[src/rtl/linear_layer_fifo_pkg.sv]
// Shared sizing helpers for the linear-layer SRL FIFOs.
// Counters span 0..DEPTH+1 because the output register holds one extra token.
package linear_layer_fifo_pkg;

    localparam int OUT_REG_SLOTS = 1;

    function automatic int cnt_w(input int depth);
        return $clog2(depth) + 1;
    endfunction

    function automatic int fifo_cap(input int depth);
        return depth + OUT_REG_SLOTS;
    endfunction

endpackage

[src/rtl/srl_fifo_storage.sv]
// SRL-style shift array: writes enter slot 0 and push older entries up one slot.
// The read port is combinational so the control can sample the oldest entry pre-shift.
module srl_fifo_storage
    import linear_layer_fifo_pkg::*;
#(
    parameter int DATA_WIDTH = 1,
    parameter int ADDR_WIDTH = 1,
    parameter int DEPTH      = 2
) (
    input  logic                  clk,
    input  logic                  we,
    input  logic [DATA_WIDTH-1:0] din,
    input  logic [ADDR_WIDTH-1:0] addr,
    output logic [DATA_WIDTH-1:0] dout
);

    logic [DATA_WIDTH-1:0] mem_r [DEPTH];

    // Shift register chain, intentionally without reset.
    always_ff @(posedge clk) begin
        if (we) begin
            mem_r[0] <= din;
            for (int i = 1; i < DEPTH; i++) begin
                mem_r[i] <= mem_r[i-1];
            end
        end
    end

    // Out-of-range addresses only occur when the SRL is empty and are don't-care.
    always_comb begin
        if (int'(addr) < DEPTH) begin
            dout = mem_r[addr];
        end else begin
            dout = '0;
        end
    end

endmodule

[src/rtl/linear_layer_srl_fifo_rd.sv]
// ap_fifo channel for linear-layer dataflow tokens: SRL storage plus a
// first-word-fall-through output register that holds the head token.
module linear_layer_srl_fifo_rd
    import linear_layer_fifo_pkg::*;
#(
    parameter int DATA_WIDTH = 1,
    parameter int ADDR_WIDTH = 1,
    parameter int DEPTH      = 2
) (
    input  logic                  clk,
    input  logic                  reset,
    output logic                  if_full_n,
    input  logic                  if_write_ce,
    input  logic                  if_write,
    input  logic [DATA_WIDTH-1:0] if_din,
    output logic                  if_empty_n,
    input  logic                  if_read_ce,
    input  logic                  if_read,
    output logic [DATA_WIDTH-1:0] if_dout,
    output logic [ADDR_WIDTH:0]   if_num_data_valid,
    output logic [ADDR_WIDTH:0]   if_fifo_cap
);

    localparam int CNT_W = ADDR_WIDTH + 1;
    localparam logic [CNT_W-1:0] DEPTH_C = CNT_W'(DEPTH);
    localparam logic [CNT_W-1:0] CAP_C   = CNT_W'(fifo_cap(DEPTH));
    localparam logic [CNT_W-1:0] CNT_ONE = CNT_W'(1);

    logic [CNT_W-1:0]      srl_cnt_r;
    logic [CNT_W-1:0]      srl_cnt_nxt_s;
    logic                  dout_valid_r;
    logic                  dout_valid_nxt_s;
    logic                  full_n_r;
    logic [CNT_W-1:0]      num_valid_r;
    logic [DATA_WIDTH-1:0] dout_r;
    logic                  push_s;
    logic                  rd_s;
    logic                  pop_s;
    logic [ADDR_WIDTH-1:0] rd_addr_s;
    logic [DATA_WIDTH-1:0] storage_q_s;

    srl_fifo_storage #(
        .DATA_WIDTH (DATA_WIDTH),
        .ADDR_WIDTH (ADDR_WIDTH),
        .DEPTH      (DEPTH)
    ) u_storage (
        .clk  (clk),
        .we   (push_s),
        .din  (if_din),
        .addr (rd_addr_s),
        .dout (storage_q_s)
    );

    // Handshake qualification and the pre-shift read address of the oldest entry.
    always_comb begin
        push_s    = if_write & if_write_ce & full_n_r;
        rd_s      = if_read & if_read_ce & dout_valid_r;
        pop_s     = (srl_cnt_r != '0) & (~dout_valid_r | rd_s);
        rd_addr_s = ADDR_WIDTH'(srl_cnt_r - CNT_ONE);
    end

    // Next occupancy and output-register validity.
    always_comb begin
        srl_cnt_nxt_s    = srl_cnt_r;
        dout_valid_nxt_s = dout_valid_r;
        case ({push_s, pop_s})
            2'b10:   srl_cnt_nxt_s = srl_cnt_r + CNT_ONE;
            2'b01:   srl_cnt_nxt_s = srl_cnt_r - CNT_ONE;
            default: srl_cnt_nxt_s = srl_cnt_r;
        endcase
        if (pop_s) begin
            dout_valid_nxt_s = 1'b1;
        end else if (rd_s) begin
            dout_valid_nxt_s = 1'b0;
        end else begin
            dout_valid_nxt_s = dout_valid_r;
        end
    end

    // Control state, output register and flags; flags are pre-decoded from next state.
    always_ff @(posedge clk or posedge reset) begin
        if (reset) begin
            srl_cnt_r    <= '0;
            dout_valid_r <= 1'b0;
            full_n_r     <= 1'b1;
            num_valid_r  <= '0;
            dout_r       <= '0;
        end else begin
            srl_cnt_r    <= srl_cnt_nxt_s;
            dout_valid_r <= dout_valid_nxt_s;
            full_n_r     <= (srl_cnt_nxt_s != DEPTH_C);
            num_valid_r  <= srl_cnt_nxt_s + CNT_W'(dout_valid_nxt_s);
            if (pop_s) begin
                dout_r <= storage_q_s;
            end else begin
                dout_r <= dout_r;
            end
        end
    end

    assign if_full_n         = full_n_r;
    assign if_empty_n        = dout_valid_r;
    assign if_dout           = dout_r;
    assign if_num_data_valid = num_valid_r;
    assign if_fifo_cap       = CAP_C;

endmodule

[config.mk]
export PLATFORM = sky130hd
export DESIGN_NAME = linear_layer_srl_fifo_rd
export DESIGN_NICKNAME = d
export VERILOG_FILES = /design/src/rtl/linear_layer_fifo_pkg.sv /design/src/rtl/srl_fifo_storage.sv /design/src/rtl/linear_layer_srl_fifo_rd.sv
export SDC_FILE = /design/constraint.sdc
export NUM_CORES = 1
export LEC_CHECK = 0
export ABC_AREA = 1
export BUFFER_PORTS_ARGS = -buffer_cell sky130_fd_sc_hd__buf_2
export CORE_ASPECT_RATIO = 1.2
export CORE_MARGIN = 1.5
export CORE_UTILIZATION = 25
export DETAILED_ROUTE_END_ITERATION = 8
export PLACE_DENSITY = 0.51
export REMOVE_ABC_BUFFERS = 1
export SLEW_MARGIN = 40
export SYNTH_ARGS = -nofsm -noshare
export SYNTH_HDL_FRONTEND = slang
export SYNTH_HIERARCHICAL = 1
export SYNTH_SLANG_ARGS = --single-unit
[constraint.sdc]
create_clock -name clk -period 2.8 [get_ports clk]
set_input_delay 0.14 -clock clk [delete_from_list [all_inputs] [get_ports clk]]
set_output_delay 0.14 -clock clk [all_outputs]
set_load 0.005 [all_outputs]
==> results_tabular.tex, run 1 <==
\begin{tabular}{lr}
\hline
Metric & Value \\
\hline
\multicolumn{2}{l}{\textbf{Flow run}} \\
Max capacitance violation total & 0 \\
\multicolumn{2}{l}{\textbf{Pwr}} \\
Net switching power & $\sim$230 µW \\
Power per cell area & 991 nW/µm² \\
Comb power frac & between 40\% and 50\% \\
Peak supply drop & a little under 0.0003 V \\
Switching Share & $\sim$39\% \\
Leak Pwr & $\sim$0.33 nW \\
Sequential power share & a little over a third \\
Internal & roughly 350 µW \\
Clock share of power & 16.9\% \\
\multicolumn{2}{l}{\textbf{Clock network}} \\
Cell at the root of the clock tree & sky130\_fd\_sc\_hd\_\_clkbuf\_4 \\
TritonCTS clock tree & done \\
\# clock sinks & 9 \\
Clock insertion delay at the later pin of the skew report & roughly 0.26 ns \\
Total clock buffers created by CTS & 3 \\
Number of post-CTS setup repair buffers & 0 \\
Register clock-pin slew on the reported worst setup and hold paths & about 0.06 ns \\
Htree depth & 1 \\
CTS max path bufs & 2 \\
\multicolumn{2}{l}{\textbf{Critical path}} \\
Worst setup path start & srl\_cnt\_r[0] \\
Reg2Reg Capture Point & if\_num\_data\_valid[1] \\
Worst-case register-to-register setup slack & between 0.7 and 0.8 ns \\
Arrival @ worst endpoint & roughly 2.2 ns \\
Longest individual stage delay on the worst path & 0.40 ns \\
Max FO, Critical Path & 5 \\
Critical-path cell with the highest stage delay & sky130\_fd\_sc\_hd\_\_dfrtp\_1 \\
Required time worst endpoint & 3.00 ns \\
Worst flop-to-flop path startpoint & srl\_cnt\_r[0] \\
Worst Setup End Kind & flop \\
Cell depth of the worst flop-to-flop path & 13 \\
Crit path cell chain & inv\_1 > ha\_1 > inv\_1 > nand2\_2 > inv\_2 > ha\_1 > nor2\_1 > o21ai\_1 > nand2\_1 > ha\_1 > inv\_1 > nand3\_1 > nand2\_1 \\
Worst setup SP type & flop \\
Critical path start-end classification & flop to flop \\
\multicolumn{2}{l}{\textbf{Worst hold path}} \\
Type of the most critical hold path & input port to flop \\
Worst hold path startpoint & if\_din \\
Worst hold path stage count & 1 \\
Hold Crit Endpoint & u\_storage/mem\_r[0] \\
\multicolumn{2}{l}{\textbf{Global routing}} \\
First-pass GRT wire length & 1420 µm \\
Pin count of the biggest net entering global routing & 8 \\
Antenna violations before repair & 0 \\
Via count of the first global-routing pass & $\sim$360 \\
Overflow after GRT & 0 \\
Total global-route track usage & 8.96\% \\
\multicolumn{2}{l}{\textbf{Floorplan}} \\
Die span in x & between 40 and 50 µm \\
Initial standard-cell utilization of the core & a little over a quarter \\
Core Region & about 1800 µm² \\
Vertical die dimension & 51.2 µm \\
Die ar. & approximately 2200 µm² \\
Cell Rows & 17 \\
Number of top-level pins & 14 \\
\multicolumn{2}{l}{\textbf{STA}} \\
Accumulated negative setup slack & 0 ns \\
Upper clock frequency limit & between 400 and 500 MHz \\
Ratio of final minimum period to clock period & 72.0\% \\
Final count of hold timing violations & 0 \\
Post-layout minimum cycle time & slightly above 2 ns \\
RSZ-0062 raised after global routing & false \\
Worst clock skew on the final layout & 0.00555 ns \\
Slew Viols, Final & 0 \\
\# setup viols final & 0 \\
Worst hold slack across all endpoints & $\sim$0.060 ns \\
\multicolumn{2}{l}{\textbf{Finish}} \\
Register area & 236 µm² \\
Ratio of cells with drive above 1 in the final layout & around a third \\
Antenna Diode Count & 0 \\
Syn-to-layout area delta & 21.4\% \\
Filler cell count & between 150 and 200 \\
Layout Nets & a little over 80 \\
Multi-input logic area & 191 µm² \\
\multicolumn{2}{l}{\textbf{Placed design}} \\
Placed wire-length estimate after detailed placement & 682 µm \\
Number of port buffers & 11 \\
Final RePlAce weighted congestion & 0.718 \\
\multicolumn{2}{l}{\textbf{Logic synthesis}} \\
Count of cell types in the netlist & 14 \\
Portion of the post-synthesis area used by sequential elements & between 40 and 50\% \\
Number of standard cells after synthesis & 56 \\
Number of synthesized register bits & 9 \\
Post-Synthesis Cell Area & around 480 µm² \\
Average cell area after synthesis & 8.65 µm² \\
Number of synthesis warnings & 6 \\
\multicolumn{2}{l}{\textbf{Drt}} \\
Residual antenna-violating net count after detailed routing & 0 \\
Met2 routed wirelength & 418 µm \\
Topmost layer with routed signal wires & met4 \\
Via count & around 380 \\
Total DRC errors in the routed layout & 0 \\
DR iter-0 viols & 10 \\
Via density per instance & between 4 and 5 \\
Routed length on met1 & around 330 µm \\
Average wire per standard cell & approximately 9.2 µm \\
Total wirelength of the detailed-routed design & between 800 and 900 µm \\
Detailed-routed wire length on met3 & roughly 47 µm \\
TritonRoute pass-1 iters & 3 \\
\multicolumn{2}{l}{\textbf{Status}} \\
Status & finished, final reports clean \\
\hline
\end{tabular}
## worst max-delay path: cells and delay by family (launching register included)
family / cells / cell delay [ns]
adders and majority gates: 3 / 0.77
DFF: 1 / 0.40
and+or+nand+nor: 5 / 0.39
buffers and inverters: 4 / 0.25
AOI/OAI and AO/OA: 1 / 0.12
## cell usage after synthesis
| master | instances | area, µm² |
|---|---|---|
| sky130_fd_sc_hd__nand2_1 | 16 | 60.1 |
| sky130_fd_sc_hd__inv_1 | 10 | 37.5 |
| sky130_fd_sc_hd__dfrtp_1 | 6 | 150 |
| sky130_fd_sc_hd__ha_1 | 4 | 50.1 |
| sky130_fd_sc_hd__nand2_2 | 4 | 25.0 |
| sky130_fd_sc_hd__nand3_1 | 4 | 20.0 |
| sky130_fd_sc_hd__buf_4 | 2 | 15.0 |
| sky130_fd_sc_hd__edfxtp_1 | 2 | 60.1 |
| sky130_fd_sc_hd__inv_2 | 2 | 7.51 |
| sky130_fd_sc_hd__nand3_2 | 2 | 20.0 |
| sky130_fd_sc_hd__conb_1 | 1 | 3.75 |
| sky130_fd_sc_hd__dfstp_2 | 1 | 26.3 |
| sky130_fd_sc_hd__nor2_1 | 1 | 3.75 |
| sky130_fd_sc_hd__o21ai_1 | 1 | 5.00 |
## cells in the final DEF (no fill, tap or decap), types with 3 or more instances in the layout
| master | instances |
|---|---|
| sky130_fd_sc_hd__nand2_2 | 4 |
| sky130_fd_sc_hd__nand3_1 | 4 |
| sky130_fd_sc_hd__dfrtp_1 | 6 |
| sky130_fd_sc_hd__clkbuf_4 | 3 |
| sky130_fd_sc_hd__ha_1 | 4 |
| sky130_fd_sc_hd__inv_1 | 10 |
| sky130_fd_sc_hd__buf_2 | 11 |
| sky130_fd_sc_hd__nand2_1 | 16 |
## sequential cells by signal, indices dropped and copies added (netlist names)
name	cells
if_num_data_valid	2
srl_cnt_r	2
u_storage/mem_r	2
if_dout	1
if_empty_n	1
if_full_n	1
## power by group through the flow
| stage | clock [mW] | combinational [mW] | sequential (mW) |
|---|---|---|---|
| floorplan | 0 | 0.196 | 0.212 |
| global placement | 0 | 0.275 | 0.208 |
| detailed placement | 0 | 0.283 | 0.208 |
| CTS | 0.102 | 0.286 | 0.206 |
| global route | 0.110 | 0.325 | 0.211 |
| finish | 0.0988 | 0.279 | 0.206 |
## worst max path at each step
stage / end / slack [ns] / cells past startpoint
final: if_num_data_valid[1] / 0.78 / 13
after global routing: if_num_data_valid[1] / 0.61 / 13
after detailed placement: if_num_data_valid[1] / 0.81 / 13
after global placement: if_num_data_valid[1] / 0.84 / 13
after floorplan: if_num_data_valid[1] / 1.02 / 12
after CTS: if_num_data_valid[1] / 0.76 / 13
## area by class of cell
| type | instances | share of cell area, % |
|---|---|---|
| multi-input combinational | 34 | 32.6 |
| sequential | 9 | 40.2 |
| clock buffer | 4 | 4.47 |
| timing repair buffer | 12 | 11.1 |
| inverter | 12 | 7.66 |
| tap | 19 | 4.04 |
## kinds of logic after synthesis
logic type / count (synthesis) / synth area share, %
other cells: 1 / 0.774
simple gates: 27 / 26.6
flops: 9 / 48.8
buf+inv: 14 / 12.4
compound gates: 1 / 1.03
fa+ha+maj: 4 / 10.3
## what timing repair did
action                                  CTS  global route
endpoints found under the setup margin    0             0
hold endpoints to repair                  6             0
gates resized for setup                   0             0
hold buffers                              1             0
## layer usage
layer  global-route usage [%]  vias up
li1                         -      195
met5                        0        -
met2                     14.2       13
met4                     6.06        0
met3                     3.18        5
met1                     9.89      163
## metrics by stage
step                      power (mW)  instances  utilization [%]  area, µm²  setup slack, ns
after global routing           0.646         90             32.1        588            0.606
final                          0.583         90             32.1        588            0.785
after global placement         0.483         85             30.2        552            0.840
after CTS                      0.593         90             32.1        588            0.762
after detailed placement       0.492         85             30.2        552            0.807
after floorplan                0.408         55                -        473             1.02
Power figures use the tool's default switching activity.
==> run 2, diff against run 1 <==
Settings changed: PLACE_DENSITY 0.51 to 0.53.
Clock period 2.8 ns to 1.76 ns, I/O delays scaled along.
==> results_tabular.tex, run 2 (synthesis gave the netlist of run 1 again) <==
\begin{tabular}{lr}
\hline
Metric & Value \\
\hline
\multicolumn{2}{l}{\textbf{Clock network}} \\
Total clock buffers created by CTS & 3 \\
Register clock-pin slew on the reported worst setup and hold paths & $\sim$0.07 ns \\
CTS max path bufs & 2 \\
TritonCTS clock tree & done \\
\# clock sinks & 9 \\
Clock insertion delay at the later pin of the skew report & about 0.26 ns \\
Cell at the root of the clock tree & sky130\_fd\_sc\_hd\_\_clkbuf\_4 \\
Htree depth & 1 \\
\multicolumn{2}{l}{\textbf{Global routing}} \\
Via count of the first global-routing pass & about 360 \\
Total global-route track usage & between 9 and 10\% \\
Pin count of the biggest net entering global routing & 8 \\
Overflow after GRT & 0 \\
Antenna violations before repair & 0 \\
First-pass GRT wire length & around 1500 µm \\
\multicolumn{2}{l}{\textbf{Critical path}} \\
Required time worst endpoint & slightly below 2 ns \\
Cell depth of the worst flop-to-flop path & 13 \\
Worst setup SP type & flop \\
Worst flop-to-flop path startpoint & srl\_cnt\_r[1] \\
Worst Setup End Kind & flop \\
Reg2Reg Capture Point & if\_num\_data\_valid[1] \\
Critical path start-end classification & flop to flop \\
Arrival @ worst endpoint & between 1.5 and 2 ns \\
Worst-case register-to-register setup slack & between 0.06 and 0.07 ns \\
Max FO, Critical Path & 3 \\
\multicolumn{2}{l}{\textbf{Placed design}} \\
Placed wire-length estimate after detailed placement & 683 µm \\
Total placed instance area & just over 600 µm² \\
Cell count after placement & 92 \\
Final RePlAce weighted congestion & 0.794 \\
Number of port buffers & 11 \\
Place WS & -0.0521 ns \\
\multicolumn{2}{l}{\textbf{Finish}} \\
Final cell count without fillers & $\sim$100 \\
Filler cell count & about 180 \\
Most frequent cells in the layout & 16 x sky130\_fd\_sc\_hd\_\_nand2\_1, 11 x sky130\_fd\_sc\_hd\_\_buf\_2, 10 x sky130\_fd\_sc\_hd\_\_buf\_4 \\
Final std cell area, no fill & 728 µm² \\
Layout Nets & 94 \\
Antenna Diode Count & 0 \\
Multi-input logic area & $\sim$240 µm² \\
Register area & $\sim$240 µm² \\
Syn-to-layout area delta & 50.4\% \\
Ratio of cells with drive above 1 in the final layout & about half \\
Utilization after layout & between 30\% and 40\% \\
Most common cell after layout, fill and taps aside & sky130\_fd\_sc\_hd\_\_nand2\_1 \\
\multicolumn{2}{l}{\textbf{STA}} \\
Ratio of final minimum period to clock period & roughly 96\% \\
Post-layout minimum cycle time & 1.70 ns \\
Worst clock skew on the final layout & 0.00502 ns \\
\# setup viols final & 0 \\
Upper clock frequency limit & roughly 590 MHz \\
Accumulated negative setup slack & 0 ns \\
Final worst setup slack & approximately 0.065 ns \\
Worst hold slack across all endpoints & roughly 0.21 ns \\
Slew Viols, Final & 0 \\
Final count of hold timing violations & 0 \\
\multicolumn{2}{l}{\textbf{Drt}} \\
TritonRoute pass-1 iters & 4 \\
Average wire per standard cell & 9.52 µm \\
Via count & 403 \\
Total wirelength of the detailed-routed design & 962 µm \\
Via density per instance & approximately 4.0 \\
DR iter-0 viols & 11 \\
Residual antenna-violating net count after detailed routing & 0 \\
Total DRC errors in the routed layout & 0 \\
\multicolumn{2}{l}{\textbf{Floorplan}} \\
Number of top-level pins & 14 \\
Vertical die dimension & 51.2 µm \\
Core Region & 1830 µm² \\
Initial standard-cell utilization of the core & 26.5\% \\
Die ar. & between 2000 and 2500 µm² \\
Cell Rows & 17 \\
Die span in x & between 40 and 50 µm \\
\multicolumn{2}{l}{\textbf{Pwr}} \\
Peak supply drop & 0.000473 V \\
Total power & around 1.2 mW \\
Leak Pwr & slightly below 0.4 nW \\
Power per cell area & about 1600 nW/µm² \\
\multicolumn{2}{l}{\textbf{Flow run}} \\
Max capacitance violation total & 0 \\
\multicolumn{2}{l}{\textbf{Worst hold path}} \\
Hold Crit Endpoint & if\_empty\_n \\
Worst hold path stage count & 4 \\
Type of the most critical hold path & input port to flop \\
Worst hold path startpoint & if\_read\_ce \\
\multicolumn{2}{l}{\textbf{Status}} \\
Status & finished, final reports clean \\
\hline
\end{tabular}
-- run 2: worst max path at each step --
stage / startpoint / end / slack [ns] / depth (start not counted)
floorplan: srl_cnt_r[0] / if_num_data_valid[1] / -0.02 / 12
global placement: srl_cnt_r[0] / if_num_data_valid[1] / -0.07 / 13
detailed placement: srl_cnt_r[0] / if_num_data_valid[1] / -0.05 / 13
CTS: srl_cnt_r[0] / if_num_data_valid[1] / 0.006 / 13
global route: srl_cnt_r[1] / if_num_data_valid[1] / -0.05 / 13
finish: srl_cnt_r[1] / if_num_data_valid[1] / 0.06 / 13
-- run 2: timing repair --
item / 4_1_cts / 5_1_grt
hold buffers: 1 / 1
resized for setup: 4 / 9
buffers inserted: 1 / 2
pin swaps: 1 / 7
endpoints found under the setup margin: 2 / 2
hold endpoints to repair: 6 / 1
-- run 2: power breakdown --
group / switching [mW] / internal [mW] / leakage, nW
combinational: 0.343 / 0.330 / 0.269
sequential: 0.0319 / 0.297 / 0.101
clock: 0.0754 / 0.0875 / 0.0150
total: 0.450 / 0.715 / 0.386
-- run 2: cell type report --
type                       count  area share (%)
timing repair buffer          23            20.6
clock buffer                   4            3.61
inverter                      12            6.53
multi-input combinational     34            33.5
tap                           19            3.26
sequential                     9            32.5
-- run 2: routing by layer --
layer | GRT usage [%] | vias up | share of wire (%)
li1 | - | 216 | -
met1 | 10.5 | 171 | 41
met2 | 14.4 | 12 | 50
met3 | 2.12 | 4 | 5.0
met4 | 6.06 | 0 | 3.6
met5 | 0 | - | 0
-- run 2: critical path, cell delays in order (launching register included) --
cell and delay [ns]:
sky130_fd_sc_hd__dfrtp_1 0.39, sky130_fd_sc_hd__inv_2 0.09, sky130_fd_sc_hd__ha_4 0.14, sky130_fd_sc_hd__inv_2 0.04, sky130_fd_sc_hd__nand2_4 0.07, sky130_fd_sc_hd__inv_4 0.04
sky130_fd_sc_hd__ha_4 0.26, sky130_fd_sc_hd__nor2_1 0.04, sky130_fd_sc_hd__o21ai_1 0.10, sky130_fd_sc_hd__nand2_1 0.13, sky130_fd_sc_hd__ha_4 0.18, sky130_fd_sc_hd__inv_2 0.05
sky130_fd_sc_hd__nand3_2 0.06, sky130_fd_sc_hd__nand2_1 0.05
==> run 3, diff against run 2 <==
Settings changed: SKIP_LAST_GASP from default to 1.
Clock period 1.76 ns to 1.44 ns, I/O delays scaled along.
==> results_tabular.tex, run 3 (synthesis gave the netlist of run 1 again) <==
\begin{tabular}{lr}
\hline
Metric & Value \\
\hline
\multicolumn{2}{l}{\textbf{Status}} \\
Status & complete, but fails checks \\
Violations in the final reports & negative setup slack \\
\multicolumn{2}{l}{\textbf{Floorplan}} \\
Initial standard-cell utilization of the core & about a quarter \\
Die ar. & 2210 µm² \\
Number of top-level pins & 14 \\
Vertical die dimension & 51.2 µm \\
Die span in x & roughly 43 µm \\
Cell Rows & 17 \\
Core Region & 1830 µm² \\
\multicolumn{2}{l}{\textbf{Clock network}} \\
TritonCTS clock tree & done \\
Total clock buffers created by CTS & 3 \\
Clock insertion delay at the later pin of the skew report & 0.26 ns \\
Register clock-pin slew on the reported worst setup and hold paths & about 0.070 ns \\
Htree depth & 1 \\
\# clock sinks & 9 \\
Cell at the root of the clock tree & sky130\_fd\_sc\_hd\_\_clkbuf\_4 \\
CTS max path bufs & 2 \\
\multicolumn{2}{l}{\textbf{Global routing}} \\
Pin count of the biggest net entering global routing & 8 \\
Overflow after GRT & 0 \\
Via count of the first global-routing pass & 485 \\
First-pass GRT wire length & 1960 µm \\
Antenna violations before repair & 0 \\
Total global-route track usage & 12.4\% \\
\multicolumn{2}{l}{\textbf{Drt}} \\
DR iter-0 viols & 6 \\
Total DRC errors in the routed layout & 0 \\
Via count & 459 \\
Average wire per standard cell & approximately 11 µm \\
Via density per instance & about 4.3 \\
Total wirelength of the detailed-routed design & between 1000 and 1500 µm \\
Residual antenna-violating net count after detailed routing & 0 \\
TritonRoute pass-1 iters & 4 \\
\multicolumn{2}{l}{\textbf{STA}} \\
Upper clock frequency limit & 575 MHz \\
Final worst setup slack & -0.299 ns \\
Worst hold slack across all endpoints & approximately 0.21 ns \\
Slew Viols, Final & 0 \\
Post-layout minimum cycle time & 1.74 ns \\
Ratio of final minimum period to clock period & 121\% \\
Accumulated negative setup slack & -0.873 ns \\
Final count of hold timing violations & 0 \\
RSZ-0062 raised after global routing & true \\
\# setup viols final & 5 \\
Worst clock skew on the final layout & around 0.0064 ns \\
\multicolumn{2}{l}{\textbf{Finish}} \\
Most frequent cells in the layout & 14 x sky130\_fd\_sc\_hd\_\_buf\_4, 13 x sky130\_fd\_sc\_hd\_\_nand2\_1, 11 x sky130\_fd\_sc\_hd\_\_buf\_2 \\
Antenna Diode Count & 0 \\
Multi-input logic area & 241 µm² \\
Ratio of cells with drive above 1 in the final layout & 59.1\% \\
Layout Nets & 100 \\
Filler cell count & a little under 200 \\
Register area & roughly 240 µm² \\
Syn-to-layout area delta & 60.7\% \\
Most common cell after layout, fill and taps aside & sky130\_fd\_sc\_hd\_\_buf\_4 \\
\multicolumn{2}{l}{\textbf{Critical path}} \\
Crit-path leading delay family & adder cells \\
Max FO, Critical Path & 3 \\
Cell depth of the worst flop-to-flop path & 12 \\
Required time worst endpoint & 1.59 ns \\
Longest individual stage delay on the worst path & 0.39 ns \\
Worst setup path start & srl\_cnt\_r[1] \\
Crit path buffers/inverters & 3 \\
Crit path cell chain & inv\_2 > ha\_4 > inv\_2 > nand2\_2 > inv\_2 > ha\_4 > nor2\_1 > o21ai\_1 > nand2\_1 > ha\_4 > nand3\_1 > nand2\_1 \\
Worst-case register-to-register setup slack & -0.30 ns \\
Worst Setup End Kind & flop \\
Critical path start-end classification & flop to flop \\
Worst flop-to-flop path startpoint & srl\_cnt\_r[1] \\
Worst setup SP type & flop \\
Arrival @ worst endpoint & $\sim$1.9 ns \\
Reg2Reg Capture Point & if\_num\_data\_valid[1] \\
Critical-path cell with the highest stage delay & sky130\_fd\_sc\_hd\_\_dfrtp\_1 \\
\multicolumn{2}{l}{\textbf{Pwr}} \\
Power per cell area & 2000 nW/µm² \\
Leak Pwr & a little over 0.4 nW \\
Peak supply drop & around 0.0006 V \\
Total power & between 1.5 and 2 mW \\
\multicolumn{2}{l}{\textbf{Worst hold path}} \\
Worst hold path stage count & 4 \\
Worst hold path startpoint & if\_read\_ce \\
Hold Crit Endpoint & if\_empty\_n \\
Type of the most critical hold path & input port to flop \\
\multicolumn{2}{l}{\textbf{Placed design}} \\
Number of port buffers & 11 \\
Placed wire-length estimate after detailed placement & between 700 and 800 µm \\
Place WS & -0.395 ns \\
Final RePlAce weighted congestion & $\sim$0.76 \\
\multicolumn{2}{l}{\textbf{Flow run}} \\
Max capacitance violation total & 0 \\
\hline
\end{tabular}
## run 3: cell count changes in the layout (fill, tap and decap cells not counted), sizes merged
cell	previous run	this run
buf	21	27
## run 3: final cells by class
cell class | instances | area share (%)
multi-input combinational | 34 | 31.0
sequential | 9 | 30.4
timing repair buffer | 29 | 26.0
inverter | 12 | 6.11
clock buffer | 4 | 3.38
tap | 19 | 3.05
## run 3: timing repair
item,4_1_cts,5_1_grt
hold buffers,2,0
setup endpoints to repair,5,6
resized for setup,9,9
buffers inserted,13,5
pin swaps,5,6
hold endpoints to repair,8,0
## run 3: worst reg2reg max path: stages, from the launching register on
cell and delay [ns]:
sky130_fd_sc_hd__dfrtp_1 0.39, sky130_fd_sc_hd__inv_2 0.09, sky130_fd_sc_hd__ha_4 0.14, sky130_fd_sc_hd__inv_2 0.03, sky130_fd_sc_hd__nand2_2 0.07, sky130_fd_sc_hd__inv_2 0.05
sky130_fd_sc_hd__ha_4 0.26, sky130_fd_sc_hd__nor2_1 0.03, sky130_fd_sc_hd__o21ai_1 0.10, sky130_fd_sc_hd__nand2_1 0.15, sky130_fd_sc_hd__ha_4 0.19, sky130_fd_sc_hd__nand3_1 0.07
sky130_fd_sc_hd__nand2_1 0.05
## run 3: power breakdown
part	switching, mW	internal (mW)
logic	0.457	0.498
registers	0.0409	0.364
clock network	0.0927	0.107
## run 3: how the worst max path moves through the flow
stage / endpoint / slack [ns] / depth (start not counted)
after floorplan: if_num_data_valid[1] / -0.34 / 12
final: if_num_data_valid[1] / -0.30 / 12
after global routing: if_num_data_valid[1] / -0.38 / 12
after CTS: if_num_data_valid[1] / -0.26 / 12
after global placement: if_num_data_valid[1] / -0.39 / 13
after detailed placement: if_num_data_valid[1] / -0.39 / 13
## run 3: routing by layer
layer  vias up  GRT usage, %  wire [µm]
li1        229             -          -
met3         6          2.47         54
met1       206          11.6        447
met2        18          22.9        667
met5         -             0          0
met4         0          9.09         46
## run 3: through the flow
| stage | std cells | cell area [µm²] | util [%] |
|---|---|---|---|
| floorplan | 55 | 473 | - |
| global placement | 94 | 619 | 33.9 |
| detailed placement | 94 | 619 | 33.9 |
| CTS | 110 | 773 | 42.3 |
| global route | 107 | 778 | 42.5 |
| finish | 107 | 778 | 42.5 |
